### src/rtl/serial_adder_pkg.sv
// Shared types for the bit-serial adder.
// State encoding and counter sizing helper.
package serial_adder_pkg;

  typedef enum logic [1:0] {
    S_IDLE = 2'd0,
    S_RUN  = 2'd1,
    S_HOLD = 2'd2
  } state_e;

  function automatic int cnt_w(input int w);
    return $clog2(w) + 1;
  endfunction

endpackage

### src/rtl/Half_Adder.sv
// Single-bit half adder cell.
// Two of these plus an OR form one full-adder slice.
module Half_Adder (
  input  logic A,
  input  logic B,
  output logic SUM,
  output logic CARRY
);

  assign SUM   = A ^ B;
  assign CARRY = A & B;

endmodule

### src/rtl/serial_adder.sv
// Bit-serial WIDTH-bit adder, LSB first, one slice.
// Operands in and result out over valid/ready handshakes.
module serial_adder
  import serial_adder_pkg::*;
#(
  parameter int WIDTH = 8
) (
  input  logic             CLK,
  input  logic             RST,
  input  logic             START_VALID,
  output logic             START_READY,
  input  logic [WIDTH-1:0] A,
  input  logic [WIDTH-1:0] B,
  input  logic             CIN,
  output logic [WIDTH-1:0] RESULT,
  output logic             COUT,
  output logic             DONE_VALID,
  input  logic             DONE_READY
);

  localparam int CNT_W = cnt_w(WIDTH);
  localparam logic [CNT_W-1:0] LAST = CNT_W'(WIDTH - 1);

  state_e           state_q, state_d;
  logic [CNT_W-1:0] cnt_q, cnt_d;
  logic             carry_q, carry_d;
  logic [WIDTH-1:0] sha_q, sha_d;
  logic [WIDTH-1:0] shb_q, shb_d;
  logic [WIDTH-1:0] res_q, res_d;
  logic             cout_q, cout_d;

  logic s1, c1, s2, c2, nxt_carry;

  Half_Adder u_ha1 (
    .A    (sha_q[0]),
    .B    (shb_q[0]),
    .SUM  (s1),
    .CARRY(c1)
  );

  Half_Adder u_ha2 (
    .A    (s1),
    .B    (carry_q),
    .SUM  (s2),
    .CARRY(c2)
  );

  assign nxt_carry = c1 | c2;

  assign START_READY = (state_q == S_IDLE);
  assign DONE_VALID  = (state_q == S_HOLD);
  assign RESULT      = res_q;
  assign COUT        = cout_q;

  always_comb begin
    state_d = state_q;
    cnt_d   = cnt_q;
    carry_d = carry_q;
    sha_d   = sha_q;
    shb_d   = shb_q;
    res_d   = res_q;
    cout_d  = cout_q;
    unique case (state_q)
      S_IDLE: begin
        if (START_VALID && START_READY) begin
          sha_d   = A;
          shb_d   = B;
          carry_d = CIN;
          cnt_d   = '0;
          state_d = S_RUN;
        end
      end
      S_RUN: begin
        // sum bit enters at the MSB so the last bit lands LSB-aligned
        res_d   = (res_q >> 1) | (WIDTH'(s2) << (WIDTH - 1));
        sha_d   = sha_q >> 1;
        shb_d   = shb_q >> 1;
        carry_d = nxt_carry;
        cnt_d   = cnt_q + CNT_W'(1);
        if (cnt_q == LAST) begin
          cout_d  = nxt_carry;
          state_d = S_HOLD;
        end
      end
      S_HOLD: begin
        if (DONE_READY) state_d = S_IDLE;
      end
      default: state_d = S_IDLE;
    endcase
  end

  always_ff @(posedge CLK) begin
    if (RST) begin
      state_q <= S_IDLE;
      cnt_q   <= '0;
      carry_q <= 1'b0;
      sha_q   <= '0;
      shb_q   <= '0;
      res_q   <= '0;
      cout_q  <= 1'b0;
    end else begin
      state_q <= state_d;
      cnt_q   <= cnt_d;
      carry_q <= carry_d;
      sha_q   <= sha_d;
      shb_q   <= shb_d;
      res_q   <= res_d;
      cout_q  <= cout_d;
    end
  end

endmodule

### config.mk
export PLATFORM = sky130hd
export DESIGN_NAME = serial_adder
export DESIGN_NICKNAME = d
export VERILOG_FILES = /design/src/rtl/serial_adder_pkg.sv /design/src/rtl/Half_Adder.sv /design/src/rtl/serial_adder.sv
export SDC_FILE = /design/constraint.sdc
export NUM_CORES = 1
export LEC_CHECK = 0
export CORE_MARGIN = 5
export CORE_UTILIZATION = 56
export CTS_BUF_LIST = sky130_fd_sc_hd__clkbuf_8
export CTS_CLUSTER_SIZE = 40
export DETAILED_ROUTE_END_ITERATION = 7
export GPL_TIMING_DRIVEN = 0
export PLACE_DENSITY = 0.83
export SLEW_MARGIN = 20
export SYNTH_ARGS = -nofsm -noshare
export SYNTH_HDL_FRONTEND = slang
export SYNTH_HIERARCHICAL = 1
export SYNTH_SLANG_ARGS = --single-unit
### constraint.sdc
create_clock -name CLK -period 3.76 [get_ports CLK]
set_clock_uncertainty 0.2 [all_clocks]
set_input_delay 0.376 -clock CLK [delete_from_list [all_inputs] [get_ports CLK]]
set_output_delay 0.376 -clock CLK [all_outputs]
set_load 0.03 [all_outputs]
== Yosys cells after proc, flatten, opt, wreduce, memory -nomap -nowiden ==
Cells that the tools add are included.
Word-level totals
  register bits: 32
  logic and storage cells: 38
Cells by class
  $add $sub $neg: 1
  equal/unequal tests: 6
  muxes and demuxes: 12
  bitwise logic cells: 6
  reduce and logical (&&, ||, !) cells: 6
Operator list (count)
  $pmux 8 s2: 2
  $mux 8: 2
  $or 7x8->8: 1
  $pmux 4 s2: 1
  $mux 2: 3
  $pmux 2 s3: 1
  $add 4x1->4 const B: 1
  $eq 4x3->1 const B: 1
  $mux 4: 1
  $ne 2x1->1 const B: 2
  $reduce_and 2->1: 2
  $reduce_and 3->1: 1
  $and 1x1->1: 2
  $eq 2x1->1 const B: 1
  $eq 2x2->1 const B: 1
  $logic_not 2->1: 1
  $ne 2x2->1 const B: 1
  $pmux 1 s2: 1
  $reduce_bool 2->1: 1
  $xor 1x1->1: 2
  $logic_and 1x1->1: 1
  $mux 1: 1
  $or 1x1->1: 1

== Longest topological paths before layout ==
  depth after elaboration: 4
  mapped depth: 6
  mapped depth without buffers: 5

== By module ==
Netlist, hierarchy kept.
Modules (own cells, without submodules)
  serial_adder: instances 1, cells an instance 177, area each 1461.4 um^2
  Half_Adder: instances 2, cells an instance 1, area each 12.5 um^2

== Worst setup path after synthesis ==
Ideal clock, no wire load.
  path type: reg2reg
  start point: reg sha_q[0]
  end point: reg carry_q
  library setup time: 0.132 ns
  arrival time: 1.427 ns
  slack: 2.000 ns
  stages on the path, launching flop included: 6
  clock period less this slack: 1.760 ns
  path through: dfxtp_1 > ha_1 > ha_1 > or4b_1 > o211ai_1 > a21oi_1
On the way
  cells in the longest elaborated chain, start to end: 4
RTL lines
  start, declared: RTL line serial_adder.sv:27  | logic [WIDTH-1:0] sha_q, sha_d;
  start signal, assigned: RTL line serial_adder.sv:97  | sha_q <= '0;
  start signal, assigned: RTL line serial_adder.sv:105  | sha_q <= sha_d;
  $xor 1x1->1: RTL line Half_Adder.sv:10  | assign SUM = A ^ B;
  via s1: RTL line serial_adder.sv:32  | logic s1, c1, s2, c2, nxt_carry;
  $and 1x1->1: RTL line Half_Adder.sv:11  | assign CARRY = A & B;
  via c2: RTL line serial_adder.sv:32
  $or 1x1->1: RTL line serial_adder.sv:48  | assign nxt_carry = c1 | c2;
  $pmux 1 s2: RTL line serial_adder.sv:63  | unique case (state_q)
  end signal, assigned: RTL line serial_adder.sv:104  | carry_q <= carry_d;
  end, declared: RTL line serial_adder.sv:26  | logic carry_q, carry_d;
The timed path passes the listed nets, and every way through them passes these cells.
A chain may end at the register's enable or synchronous reset.

== Worst setup path in the final report ==
  start point: reg state_q[1]
  end point: out DONE_VALID
On the way
  cells in the longest elaborated chain, start to end: 1
RTL lines
  start, declared: RTL line serial_adder.sv:24  | state_e state_q, state_d;
  start signal, assigned: RTL line serial_adder.sv:102  | state_q <= state_d;
  $eq 2x2->1: RTL line serial_adder.sv:51  | assign DONE_VALID = (state_q == S_HOLD);
  end, declared: RTL line serial_adder.sv:17  | output logic DONE_VALID,
No other way between the ends.

==> out/qor.yml <==
synth:
  yosysWarnings: 6
  avgSynthCellArea_um2: 8.30
  yosysTopAreaCellShare_pct: 43.1
  mappedNetlistNets: 203
  synthArstFlopShare_pct: 0
  synth-seq-area-share_pct: 43.1
  synth_common_cells: "32 x dfxtp_1, 24 x a21oi_1, 21 x nor2_1, 19 x nand2_1, 16 x nor3_1"
  synth_most_common_cell: "dfxtp_1"
  synth.distinct_cells: 31
  syn_inst: 179
  synth_xor_area_share_pct: 0
  synth-compound-area-share_pct: 13.6
  synth_area_leaders: "dfxtp_1 43%, a21oi_1 8.1%, or3b_1 7.7%"
  synth-edff-count: 0
  synthSimpleGateAreaFrac_pct: 34.3
  ys_ff_latch: 32
  netlist_area_um2: 1490
  synth.area.mux_share_pct: 0.673
  synth-main-ff-cell: "dfxtp_1"
  synthAdderAreaFrac_pct: 2.53
  synth_top_area_cell: "dfxtp_1"
  synth_top_family_by_area: "simple AND/OR/NAND/NOR gates"
floorplanning:
  start_util_pct: 59.5
  die_y_um: 61.5
  design.core.area_um2: 2500
  num_rows: 18
  die_w_um: 61.5
  ios: 32
  die_area_um2: 3780
cts:
  ctsHoldBuffers: 0
  cts_resized: 0
  cts_tree: "done"
  cts_buffer_depth: 2
  clk_latency_ns: 0.28
  post_cts_buffers: 0
  numClockSinks: 32
  cts_buffers: 5
  htreeDepth: 2
  clock-root-buffer: "clkbuf_8"
  path_clk_slew_ns: 0.07
finish:
  syn_to_final_growth_pct: 31.9
  diodes: 0
  nets: 241
  layout-drive-gt1-share_pct: 8.72
  design_area_um2: 1960
worst_setup_path:
  cp-start-kind: "register"
  cp.required_ns: 3.18
  cp_cell_sequence: "buf_2 -> nor2b_1 -> clkdlybuf4s50_1"
  crit_fanout: 10
  cp.arrival_ns: 1.83
  r2r-start: "sha_q[0]"
  cpMaxStageDelayCell: "clkdlybuf4s50_1"
  cpPeakStageDelay_ns: 0.70
  endpoint_kind: "output port"
  cp-startpoint: "state_q[1]"
  critPathKind: "reg2out"
detailed_routing:
  vias_per_cell: 5.44
  drt_iter0_drc: 98
  drt_first_pass_iters: 4
  drtAntennaViolNets: 0
  wl_um: 3330
  route.detailed.drc: 0
  vias: 1349
  post_drt_wl_per_cell_um: 13.4
timing:
  fmax_mhz: 416
  fin_crit_sh_pct: 63.9
  tightestPinTransition_ns: 0.470
  finalSetupViolCount: 0
  drv_slew: 0
  slew_headroom_pct: 68.6
  period_needed_ns: 2.40
  finalHoldViolations: 0
  tns_ns: 0
  whs_ns: 0.257
  rsz0062_at_grt: "false"
place:
  post_dp_cell_area_um2: 1830
  gp_congestion: 0.813
  port_buffers: 31
  hpwlAfterDp_um: 2410
power:
  seqPwrFrac_pct: 43.7
  vdd_ir_drop_max_uv: 365
  p_int_uw: 654
  clockPowerShare_pct: 42.4
  cellLeakagePower_uw: 0.000771
  combinationalPowerShare_pct: 14.0
  power_density_nw_per_um2: 431
  switching_share_pct: 22.6
  power_switching_uw: 191
status:
  status: "complete, no violations"
global_routing:
  grt_pass1_wl_um: 5490
  antenna_found_initial: 0
  grt_max_degree: 11
  first_global_vias: 1314
  track_usage_pct: 19.9
  overflow: 0
worst_hold_path:
  hold_class: "reg2reg"
  min_from: "carry_q"
run:
  maxCapViolCount: 0
placed cells by master (no fill, tap or decap), types with 4 or more instances in the layout:
cell type        Yosys  final
nor3_1              16     16
dfxtp_1             32     32
clkdlybuf4s50_1      0     31
clkbuf_8             0      7
nor2_1              21     21
or3b_1              13     13
buf_2                4      4
clkbuf_1             5      5
nand2_1             19     19
nand2b_1            15     15
a21oi_1             24     24
flip-flops by register name, summed over array words and instances, names as in the netlist:
register / flops
state_q: 2
sha_q: 8
cnt_q: 4
RESULT: 8
carry_q: 1
COUT: 1
shb_q: 8
final cells by class:
cell class | count | area (µm²)
sequential | 32 | 641
buffer | 14 | 83.8
fill | 185 | 539
inverter | 1 | 3.75
clock buffer | 7 | 96.3
clock inverter | 1 | 30.0
timing repair buffer | 31 | 310
multi-input combinational | 132 | 758
tap | 30 | 37.5
worst paths after layout:
check,end,slack [ns],depth (start not counted)
worst max-delay path,DONE_VALID,1.36,3
worst max register to register,carry_q,1.90,5
worst min-delay path,carry_q,0.26,2
worst min register to register,carry_q,0.26,2
routing by layer:
layer	vias up	GRT usage [%]	wire, µm
met3	5	7.97	236
met2	37	32.3	1560
li1	694	-	-
met1	613	22.4	1480
met5	-	0	0
met4	0	10.0	54
worst max-delay path: cells and delay by family (launching register included):
family                 cells  cell delay, ns
buffers and inverters      2            0.94
and+or+nand+nor            1            0.22
DFF                        1            0.37
kinds of logic (layout without fill, tap and decap cells):
kind of cell / after synthesis / count (layout)
and+or+nand+nor: 94 / 94
DFF: 32 / 32
AOI/OAI and AO/OA: 34 / 34
buffers and inverters: 15 / 54
muxes: 1 / 1
adders and majority gates: 3 / 3
through the flow:
step           worst slack (ns)  std cells  power [µW]  utilization [%]
2_1_floorplan              2.00        179         450                -
3_3_place_gp               1.66        240         489             73.4
3_5_place_dp               1.64        240         494             73.4
4_1_cts                    1.35        248         850             78.4
5_1_grt                    1.23        248         876             78.4
6_report                   1.36        248         845             78.4
power groups by stage:
stage / registers, µW / clock network (µW) / logic [µW]
final: 369 / 358 / 118
after global routing: 371 / 374 / 131
after CTS: 369 / 363 / 119
after detailed placement: 376 / 0 / 117
after global placement: 375 / 0 / 114
after floorplan: 377 / 0 / 73.0
Note: power is estimated with default switching activity, not from simulation.
